### config.mk
export PLATFORM = sky130hd
export DESIGN_NAME = draw_landing_pads
export DESIGN_NICKNAME = d
export VERILOG_FILES = /design/src/rtl/draw_pkg.sv /design/src/rtl/pad_hit_cmp.sv /design/src/rtl/draw_landing_pads.sv
export SDC_FILE = /design/constraint.sdc
export NUM_CORES = 1
export LEC_CHECK = 0
export CAP_MARGIN = 20
export CORE_ASPECT_RATIO = 1.25
export CORE_UTILIZATION = 60
export CTS_BUF_LIST = sky130_fd_sc_hd__clkbuf_4
export CTS_CLUSTER_SIZE = 14
export DETAILED_ROUTE_END_ITERATION = 7
export PLACE_DENSITY_LB_ADDON = 0.2
export SLEW_MARGIN = 20
export SYNTH_ARGS = -nofsm -noshare
export SYNTH_HDL_FRONTEND = slang
export SYNTH_SLANG_ARGS = --single-unit
### constraint.sdc
create_clock -name clk -period 37.8 [get_ports clk]
set_input_delay 7.56 -clock clk [delete_from_list [all_inputs] [get_ports clk]]
set_output_delay 7.56 -clock clk [all_outputs]
set_load 0.1 [all_outputs]
### src/rtl/draw_pkg.sv
// Shared definitions for the landing-pad overlay.
// Holds the coordinate/colour widths, the default colours, the packed pad
// geometry record and a helper that builds the reset geometry for one pad.
package draw_pkg;

   localparam int CNT_W = 11;          // hcount/vcount and geometry width
   localparam int RGB_W = 12;          // 4:4:4 pixel
   localparam int SUM_W = CNT_W + 1;   // edge sums carry one extra bit so 2047+w never wraps

   localparam logic [RGB_W-1:0] COLOR_PAD_DEF = 12'h0f0;
   localparam logic [RGB_W-1:0] COLOR_TGT_DEF = 12'hff0;

   typedef struct packed {
      logic [CNT_W-1:0] x;   // left edge
      logic [CNT_W-1:0] y;   // top edge
      logic [CNT_W-1:0] w;   // width, 0 makes the pad invisible
   } pad_geom_t;

   // Reset geometry of pad idx: pads are spaced evenly along one row.
   function automatic pad_geom_t pad_reset_geom(input int idx, input int x0, input int x_step,
                                                input int y0, input int w0);
      pad_geom_t g;
      g.x = CNT_W'(x0 + idx * x_step);
      g.y = CNT_W'(y0);
      g.w = CNT_W'(w0);
      return g;
   endfunction

endpackage

### src/rtl/pad_hit_cmp.sv
// Combinational rectangle compare for a single pad.
// Ports:
//   en      pad draw enable
//   hcount  current pixel column
//   vcount  current pixel row
//   geom    pad geometry (x, y, w); height is the PAD_H parameter
//   hit     pixel lies inside the enabled pad
module pad_hit_cmp
   import draw_pkg::*;
#(
   parameter int PAD_H = 20
) (
   input  logic             en,
   input  logic [CNT_W-1:0] hcount,
   input  logic [CNT_W-1:0] vcount,
   input  pad_geom_t        geom,
   output logic             hit
);

   logic [SUM_W-1:0] x_end_s;
   logic [SUM_W-1:0] y_end_s;

   // Right/bottom edges are exclusive and computed one bit wider than the
   // coordinates, so a pad at the right screen edge does not wrap to column 0.
   assign x_end_s = {1'b0, geom.x} + {1'b0, geom.w};
   assign y_end_s = {1'b0, geom.y} + SUM_W'(PAD_H);

   assign hit = en
              & (hcount >= geom.x) & ({1'b0, hcount} < x_end_s)
              & (vcount >= geom.y) & ({1'b0, vcount} < y_end_s);

endmodule

### src/rtl/draw_landing_pads.sv
// Landing-pad overlay stage of the VGA draw chain.
// Draws NUM_PADS rectangles with runtime geometry. Geometry writes go to a
// shadow bank which is copied to the active bank on the rising edge of
// vblnk_in, so a pad never changes mid-frame. One target pad can blink at a
// rate counted in frames. All outputs are delayed by exactly 2 clocks.
// Ports:
//   clk, rst                 pixel clock, asynchronous active-high reset
//   pad_en                   per-pad enable, applied to the current pixel
//   tgt_valid, tgt_idx       blink enable and target pad index
//   cfg_we/idx/x/y/w         shadow bank write port
//   *_in                     upstream timing and pixel
//   *_out                    timing and pixel with pads drawn
//   pad_hit, pad_hit_idx     winning pad of the output pixel (idx 0 when no hit)
module draw_landing_pads
   import draw_pkg::*;
#(
   parameter int               NUM_PADS     = 4,
   parameter int               IDX_W        = 2,
   parameter int               PAD_X0       = 10,
   parameter int               PAD_X_STEP   = 155,
   parameter int               PAD_Y0       = 560,
   parameter int               PAD_W0       = 115,
   parameter int               PAD_H        = 20,
   parameter int               BLINK_FRAMES = 30,
   parameter logic [RGB_W-1:0] COLOR_PAD    = COLOR_PAD_DEF,
   parameter logic [RGB_W-1:0] COLOR_TGT    = COLOR_TGT_DEF
) (
   input  logic                clk,
   input  logic                rst,
   input  logic [NUM_PADS-1:0] pad_en,
   input  logic                tgt_valid,
   input  logic [IDX_W-1:0]    tgt_idx,
   input  logic                cfg_we,
   input  logic [IDX_W-1:0]    cfg_idx,
   input  logic [CNT_W-1:0]    cfg_x,
   input  logic [CNT_W-1:0]    cfg_y,
   input  logic [CNT_W-1:0]    cfg_w,
   input  logic [CNT_W-1:0]    hcount_in,
   input  logic [CNT_W-1:0]    vcount_in,
   input  logic                hsync_in,
   input  logic                vsync_in,
   input  logic                hblnk_in,
   input  logic                vblnk_in,
   input  logic [RGB_W-1:0]    rgb_in,
   output logic [CNT_W-1:0]    hcount_out,
   output logic [CNT_W-1:0]    vcount_out,
   output logic                hsync_out,
   output logic                vsync_out,
   output logic                hblnk_out,
   output logic                vblnk_out,
   output logic [RGB_W-1:0]    rgb_out,
   output logic                pad_hit,
   output logic [IDX_W-1:0]    pad_hit_idx
);

   localparam int             FC_W    = (BLINK_FRAMES > 1) ? $clog2(BLINK_FRAMES) : 1;
   localparam logic [FC_W-1:0] FC_LAST = FC_W'(BLINK_FRAMES - 1);

   pad_geom_t             shadow_r [NUM_PADS];
   pad_geom_t             active_r [NUM_PADS];
   logic                  vblnk_prev_r;
   logic                  vsync_prev_r;
   logic [FC_W-1:0]       frame_cnt_r;
   logic                  blink_on_r;
   logic                  commit_s;
   logic                  frame_tick_s;

   logic [NUM_PADS-1:0]   hit_s;

   logic [NUM_PADS-1:0]   hit_s1_r;
   logic [RGB_W-1:0]      rgb_s1_r;
   logic [CNT_W-1:0]      hcount_s1_r;
   logic [CNT_W-1:0]      vcount_s1_r;
   logic                  hsync_s1_r;
   logic                  vsync_s1_r;
   logic                  hblnk_s1_r;
   logic                  vblnk_s1_r;
   logic                  tgt_valid_s1_r;
   logic [IDX_W-1:0]      tgt_idx_s1_r;
   logic                  blink_s1_r;

   logic                  win_hit_s;
   logic [IDX_W-1:0]      win_idx_s;
   logic [RGB_W-1:0]      rgb_nxt_s;

   assign commit_s     = vblnk_in & ~vblnk_prev_r;
   assign frame_tick_s = vsync_in & ~vsync_prev_r;

   // Shadow/active geometry banks. A write in the commit cycle lands only in
   // the shadow (active takes the pre-write shadow), so it shows a frame later.
   // Writes to indices >= NUM_PADS match no bank entry and are dropped.
   always_ff @(posedge clk or posedge rst) begin
      if (rst) begin
         for (int i = 0; i < NUM_PADS; i++) begin
            shadow_r[i] <= pad_reset_geom(i, PAD_X0, PAD_X_STEP, PAD_Y0, PAD_W0);
            active_r[i] <= pad_reset_geom(i, PAD_X0, PAD_X_STEP, PAD_Y0, PAD_W0);
         end
      end else begin
         for (int i = 0; i < NUM_PADS; i++) begin
            if (cfg_we && (cfg_idx == IDX_W'(i))) begin
               shadow_r[i] <= '{x: cfg_x, y: cfg_y, w: cfg_w};
            end
            if (commit_s) begin
               active_r[i] <= shadow_r[i];
            end
         end
      end
   end

   // Edge detectors for vblank (commit) and vsync (frame counting).
   always_ff @(posedge clk or posedge rst) begin
      if (rst) begin
         vblnk_prev_r <= 1'b0;
         vsync_prev_r <= 1'b0;
      end else begin
         vblnk_prev_r <= vblnk_in;
         vsync_prev_r <= vsync_in;
      end
   end

   // Frame counter and blink phase; runs regardless of tgt_valid.
   always_ff @(posedge clk or posedge rst) begin
      if (rst) begin
         frame_cnt_r <= '0;
         blink_on_r  <= 1'b0;
      end else if (frame_tick_s) begin
         if (frame_cnt_r == FC_LAST) begin
            frame_cnt_r <= '0;
            blink_on_r  <= ~blink_on_r;
         end else begin
            frame_cnt_r <= frame_cnt_r + FC_W'(1);
         end
      end
   end

   for (genvar g = 0; g < NUM_PADS; g++) begin : g_pad
      pad_hit_cmp #(
         .PAD_H (PAD_H)
      ) u_cmp (
         .en     (pad_en[g]),
         .hcount (hcount_in),
         .vcount (vcount_in),
         .geom   (active_r[g]),
         .hit    (hit_s[g])
      );
   end

   // Stage 1: register hit vector, pixel, timing and target controls.
   always_ff @(posedge clk or posedge rst) begin
      if (rst) begin
         hit_s1_r       <= '0;
         rgb_s1_r       <= '0;
         hcount_s1_r    <= '0;
         vcount_s1_r    <= '0;
         hsync_s1_r     <= 1'b0;
         vsync_s1_r     <= 1'b0;
         hblnk_s1_r     <= 1'b0;
         vblnk_s1_r     <= 1'b0;
         tgt_valid_s1_r <= 1'b0;
         tgt_idx_s1_r   <= '0;
         blink_s1_r     <= 1'b0;
      end else begin
         hit_s1_r       <= hit_s;
         rgb_s1_r       <= rgb_in;
         hcount_s1_r    <= hcount_in;
         vcount_s1_r    <= vcount_in;
         hsync_s1_r     <= hsync_in;
         vsync_s1_r     <= vsync_in;
         hblnk_s1_r     <= hblnk_in;
         vblnk_s1_r     <= vblnk_in;
         tgt_valid_s1_r <= tgt_valid;
         tgt_idx_s1_r   <= tgt_idx;
         blink_s1_r     <= blink_on_r;
      end
   end

   // Priority encoder: scanning from the top down leaves the lowest hit index.
   always_comb begin
      win_hit_s = 1'b0;
      win_idx_s = '0;
      for (int i = NUM_PADS - 1; i >= 0; i--) begin
         win_idx_s = hit_s1_r[i] ? IDX_W'(i) : win_idx_s;
         win_hit_s = win_hit_s | hit_s1_r[i];
      end
   end

   // Colour select for the winning pad.
   always_comb begin
      rgb_nxt_s = rgb_s1_r;
      if (win_hit_s && tgt_valid_s1_r && blink_s1_r && (win_idx_s == tgt_idx_s1_r)) begin
         rgb_nxt_s = COLOR_TGT;
      end else if (win_hit_s) begin
         rgb_nxt_s = COLOR_PAD;
      end else begin
         rgb_nxt_s = rgb_s1_r;
      end
   end

   // Stage 2: registered outputs.
   always_ff @(posedge clk or posedge rst) begin
      if (rst) begin
         hcount_out  <= '0;
         vcount_out  <= '0;
         hsync_out   <= 1'b0;
         vsync_out   <= 1'b0;
         hblnk_out   <= 1'b0;
         vblnk_out   <= 1'b0;
         rgb_out     <= '0;
         pad_hit     <= 1'b0;
         pad_hit_idx <= '0;
      end else begin
         hcount_out  <= hcount_s1_r;
         vcount_out  <= vcount_s1_r;
         hsync_out   <= hsync_s1_r;
         vsync_out   <= vsync_s1_r;
         hblnk_out   <= hblnk_s1_r;
         vblnk_out   <= vblnk_s1_r;
         rgb_out     <= rgb_nxt_s;
         pad_hit     <= win_hit_s;
         pad_hit_idx <= win_idx_s;
      end
   end

endmodule

# Word-level counts from Yosys, hierarchy flattened
# Index checks and enable logic that the tools add are counted.
dict set report word_totals {
  out_inout_bits 41
  in_bits 83
  word_cells 116
  regBits 357
}
dict set report op_classes {
  n_bitwise 24
  n_eq_ne 5
  reduce_logical 9
  n_mux 7
  add_sub_neg 9
  order_cmp 16
}
# operator count
set ops {}
lappend ops {{$lt 11x12->1} 8}
lappend ops {{$ge 11x11->1} 8}
lappend ops {{$add 11x11->12} 4}
lappend ops {{$add 11x5->12 const B} 4}
lappend ops {{$mux 12} 2}
lappend ops {{$and 1x1->1} 18}
lappend ops {{$mux 2} 4}
lappend ops {{$logic_and 1x1->1} 7}
lappend ops {{$add 5x1->5 const B} 1}
lappend ops {{$eq 5x5->1 const B} 1}
lappend ops {{$mux 5} 1}
lappend ops {{$eq 2x2->1 const B} 2}
lappend ops {{$not 1->1} 3}
lappend ops {{$or 1x1->1} 3}
lappend ops {{$eq 2x1->1 const B} 1}
lappend ops {{$eq 2x2->1} 1}
lappend ops {{$logic_not 2->1} 1}
lappend ops {{$reduce_and 2->1} 1}

# Depth between registers and ports, before layout
dict set report depth {
  word_depth 7
  ltp_mapped 14
}

# Modules after synthesis
# A second synthesis with hierarchy kept.
dict set report hier_totals {
  hier_cells 1493
  area_unflattened_um2 18768.0
}
# mod area_per_inst_um2 cells_per_inst instances seq_area_each_um2
set modules_own_cells {}
lappend modules_own_cells {draw_landing_pads 12617.1 711 1 9051.2}
lappend modules_own_cells {{pad_hit_cmp at g_pad[2].u_cmp} 1562.7 197 1 0.0}
lappend modules_own_cells {{pad_hit_cmp at g_pad[3].u_cmp} 1551.5 199 1 0.0}
lappend modules_own_cells {{pad_hit_cmp at g_pad[1].u_cmp} 1544.0 199 1 0.0}
lappend modules_own_cells {{pad_hit_cmp at g_pad[0].u_cmp} 1492.7 187 1 0.0}

# Worst setup path before layout
# OpenSTA, ideal clock, no wires.
dict set report synth_path {
  path_kind {in2reg}
  from {input vcount_in[1]}
  to {register hit_s1_r[0]}
  t_required_ps 37699
  setup_ps 101
  path_slack_ps 28725
  cell_stages 7
  n_path_buf 0
  arrival_ps 8974
  cell_sequence {ha_1 -> nor3b_1 -> o311a_1 -> a211oi_1 -> o21a_1 -> o221ai_1 -> nor4_1}
}
dict set report synth_via {
  elab_chain_len 3
  elab_cells_between_ends 4
}
# element line
set synth_lines {}
lappend synth_lines {{start: declaration} draw_landing_pads.sv:39} ;# input logic [CNT_W-1:0] vcount_in,
lappend synth_lines {{$ge 11x11->1} pad_hit_cmp.sv:30} ;# & (vcount >= geom.y) & ({1'b0, vcount} < y_end_s);
lappend synth_lines {{$and 1x1->1} pad_hit_cmp.sv:30}
lappend synth_lines {{$and 1x1->1 (*)} pad_hit_cmp.sv:30}
lappend synth_lines {{net g_pad[0].u_cmp.hit} pad_hit_cmp.sv:17} ;# output logic hit
lappend synth_lines {{end signal: assignment} draw_landing_pads.sv:163} ;# hit_s1_r <= hit_s;
lappend synth_lines {{end: declaration} draw_landing_pads.sv:70} ;# logic [NUM_PADS-1:0] hit_s1_r;
# The timed path passes the listed nets; every way through them passes the cells marked *.
# A chain may end at the register's enable or synchronous reset.

# Worst setup path after layout
dict set report layout_path {
  from {register hcount_out[10]}
  to {output hcount_out[10]}
}
# element line
set layout_rtl {}
lappend layout_rtl {{start: declaration} draw_landing_pads.sv:45} ;# output logic [CNT_W-1:0] hcount_out,
lappend layout_rtl {{start signal: assignment} draw_landing_pads.sv:212} ;# hcount_out <= hcount_s1_r;
# No word-level cell between the ends.

==> impl_metrics.py <==
metrics = {
    "cells_and_area": {
        "final_util_pct": 70.9,
        "nNetsFinal": 1960,
        "multi_input_area_mm2": 0.00887,
        "synthToLayoutAreaGrowth_pct": 16.0,
        "seq_area_mm2": 0.00905,
        "finalNonFillerCells": 2141,
        "drive_above_1_share_pct": 30.0,
        "nFillCells": 2146,
    },
    "critical_path": {
        "end_kind": "output pin",
        "crit_slowest_cell": "clkdlybuf4s50_1",
        "rrSetupSlack_ns": 34.14,
        "crit_start": "hcount_out[10]$_DFF_PP0_",
        "critPathLaunchType": "flop",
        "r2r_start": "active_r[55]$_DFFE_PP0P_",
        "reg2reg_depth": 14,
        "cp_cell_sequence": "clkdlybuf4s50_1",
        "criticalPathCategory": "flop to output pin",
        "required_ns": 30.24,
        "cp-endpoint": "hcount_out[10]",
        "critPathMaxFanout": 1,
        "r2r-end": "hit_s1_r[2]$_DFF_PP0_",
        "critPathMaxStageDelay_ns": 1.14,
        "worst-path-stages": 1,
        "worst_ep_arrival_time_ns": 2.19,
        "cp.buffers_inverters": 1,
        "critical_path.top_delay_family": "buffers and inverters",
    },
    "grt": {
        "grt_pass1_wl_um": 64200,
        "grt_pass1_vias": 12713,
        "grt_util_all_layers_pct": 26.9,
        "gr-total-overflow": 0,
        "grt_start_max_net_pins": 178,
        "antenna_found_initial": 4,
    },
    "clock_network": {
        "htreeDepth": 3,
        "clock_latency_ns": 0.75,
        "cts_tree": "done",
        "root_buffer": "clkbuf_4",
        "ctsResizeCount": 0,
        "clock-sinks": 357,
        "post_cts_buffers": 0,
        "cts.path.max_buffers": 3,
        "cts_hold_buf": 0,
        "cts_buffers": 88,
        "clk_pin_slew_ns": 0.07,
    },
    "die": {
        "die_h_um": 198,
        "fp-row-count": 71,
        "core_mm2": 0.0301,
        "die_w_um": 159,
        "ios": 124,
        "die-area_mm2": 0.0314,
        "start_util_pct": 61.1,
    },
    "run": {
        "maxCapViolations": 0,
    },
    "timing": {
        "setup_viol": 0,
        "hold_viol_final": 0,
        "period_share_pct": 25.8,
        "tns_ns": 0,
        "max_clock_freq_mhz": 103,
        "fin_hold_ws_ns": 0.334,
        "skew_ns": 0.0594,
        "final.min_clock_period_ns": 9.75,
        "rsz0062_at_grt": "false",
        "drv_slew": 0,
        "relSlewSlack_pct": 31.6,
        "layout_setup_ws_ns": 28.05,
        "tightestPinTransition_ns": 1.03,
    },
    "logic_synthesis": {
        "synth_fa_ha_area_share_pct": 15.0,
        "synth_xor_area_share_pct": 3.00,
        "syn_avg_cell_area_um2": 12.5,
        "synth_cell_types": 56,
        "synth_mux_area_share_pct": 16.2,
        "syn_inst": 1467,
        "synth-simple-area-share_pct": 5.05,
        "synth_top_flop_cell": "dfrtp_1",
        "synthArstFlopShare_pct": 100,
        "synth_top_family_by_area": "multiplexers",
        "yosys_register_bits": 357,
        "synth_top_area_cell": "dfrtp_1",
        "synth_edf_count": 0,
        "yosys_warnings": 0,
        "synthTopCellsByArea": "dfrtp_1 36%, mux2_2 16%, ha_1 15%",
        "synth_compound_area_share_pct": 8.81,
        "syn_area_mm2": 0.0184,
        "synth_top_area_share_pct": 35.8,
        "synth_fp_nets": 1768,
        "synth-seq-area-share_pct": 49.2,
    },
    "run_status": {
        "status": "complete, no violations",
    },
    "power_and_ir_drop": {
        "power_leakage_nw": 9.75,
        "ir_drop_mv": 0.0334,
        "powerDensity_mw_per_mm2": 67.1,
    },
    "drt": {
        "viasPerCell": 5.59,
        "drc": 0,
        "drt-wirelength-per-cell_um": 18.7,
        "wl_um": 40100,
        "vias": 11974,
        "first_pass_iters": 4,
        "drt-initial-drc-count": 390,
        "ant_nets": 0,
    },
    "place": {
        "pre_cts_ws_ns": 27.60,
        "place.gp.congestion": 0.852,
        "io_buffers": 123,
        "dp.cells": 1970,
        "hpwl_um": 29200,
    },
    "min_path": {
        "min-delay-start": "vcount_s1_r[1]$_DFF_PP0_",
        "hold_path.class": "flop to flop",
        "hold_depth": 0,
    },
}
-- metrics by stage --
step	power, mW	instance area (um2)
finish	1.43	21300
global route	1.55	21300
CTS	1.45	21300
detailed placement	1.10	20100
global placement	1.08	20100
floorplan	0.959	18400
-- kinds of logic after synthesis --
| group | count (synthesis) |
|---|---|
| multiplexers | 265 |
| XOR/XNOR | 63 |
| buffers and inverters | 131 |
| adder cells (fa/ha/maj) | 218 |
| flip-flops | 357 |
| AO/OA/AOI/OAI | 250 |
| AND/OR/NAND/NOR | 183 |
-- cell usage in the layout, fill, tap and decap left out, drive strengths merged, types with 7 or more instances in the layout --
cell	netlist	routed
a21oi	58	58
clkinv	0	24
o211ai	12	12
dfrtp	263	263
a21o	29	29
nor3	21	21
nand2	47	47
clkdlybuf4s50	0	123
o21ai	63	63
xnor2	33	33
o21a	18	18
ha	214	214
buf	8	7
nor2b	8	8
mux2	264	264
inv	103	103
nand2b	23	23
a211oi	18	18
nand3	10	10
nor2	37	37
xor2	30	30
dfstp	94	94
a31oi	9	9
clkbuf	20	137
a2111oi	7	7
-- power by group --
group	total, mW	switching [mW]	internal [mW]
combinational	0.562	0.306	0.256
sequential	0.538	0.0591	0.479
clock	0.332	0.153	0.179
total	1.43	0.518	0.914
-- cells in the mapped netlist (6+ instances only) --
library cell    n
nor2b_1         8
xnor2_1        33
dfstp_2        94
a2111oi_0       7
ha_1          214
mux2_2        264
a211oi_1       17
o2111ai_1       6
dfrtp_1       263
nand2_1        47
o21ai_0        63
nor3_1         21
a31oi_1         9
buf_2           7
nor2_1         37
nand2b_1       23
a21oi_1        58
nand4_1         6
clkbuf_1       20
nand3_1        10
xor2_1         30
inv_1         103
o211ai_1       12
a21o_1         28
o21a_1         18
-- how the worst min path moves through the flow --
| stage | to | slack [ns] |
|---|---|---|
| 2_1_floorplan | hblnk_out$_DFF_PP0_ | 0.33 |
| 3_5_place_dp | hcount_out[4]$_DFF_PP0_ | 0.33 |
| 4_1_cts | vcount_out[7]$_DFF_PP0_ | 0.35 |
| 3_3_place_gp | hcount_out[10]$_DFF_PP0_ | 0.33 |
| 6_report | vcount_out[1]$_DFF_PP0_ | 0.33 |
| 5_1_grt | vcount_out[1]$_DFF_PP0_ | 0.34 |
-- per-layer routing --
metal  wire [um]  GRT usage (%)  share of wire (%)
met5           0              0                  0
met4        1740           14.7                4.3
met3        1630           5.76                4.1
met2       21300           48.3                 53
met1       15500           29.3                 39
-- registers in the layout (all words and copies together), names as in the netlist, 2 cells and up --
register      flops
active_r        132
shadow_r        132
rgb_out          12
rgb_s1_r         12
hcount_out       11
hcount_s1_r      11
vcount_out       11
vcount_s1_r      11
frame_cnt_r       5
hit_s1_r          4
pad_hit_idx       2
tgt_idx_s1_r      2
-- cell type report --
class,count,area share [%]
diodes,6,0.0704
clock inverters,28,0.786
well taps,401,2.35
repair buffers,130,6.13
multi-input cells,979,41.6
flip-flops and latches,357,42.4
clock buffers,137,4.82
inverters,103,1.85
(Power assumes the default switching activity.)
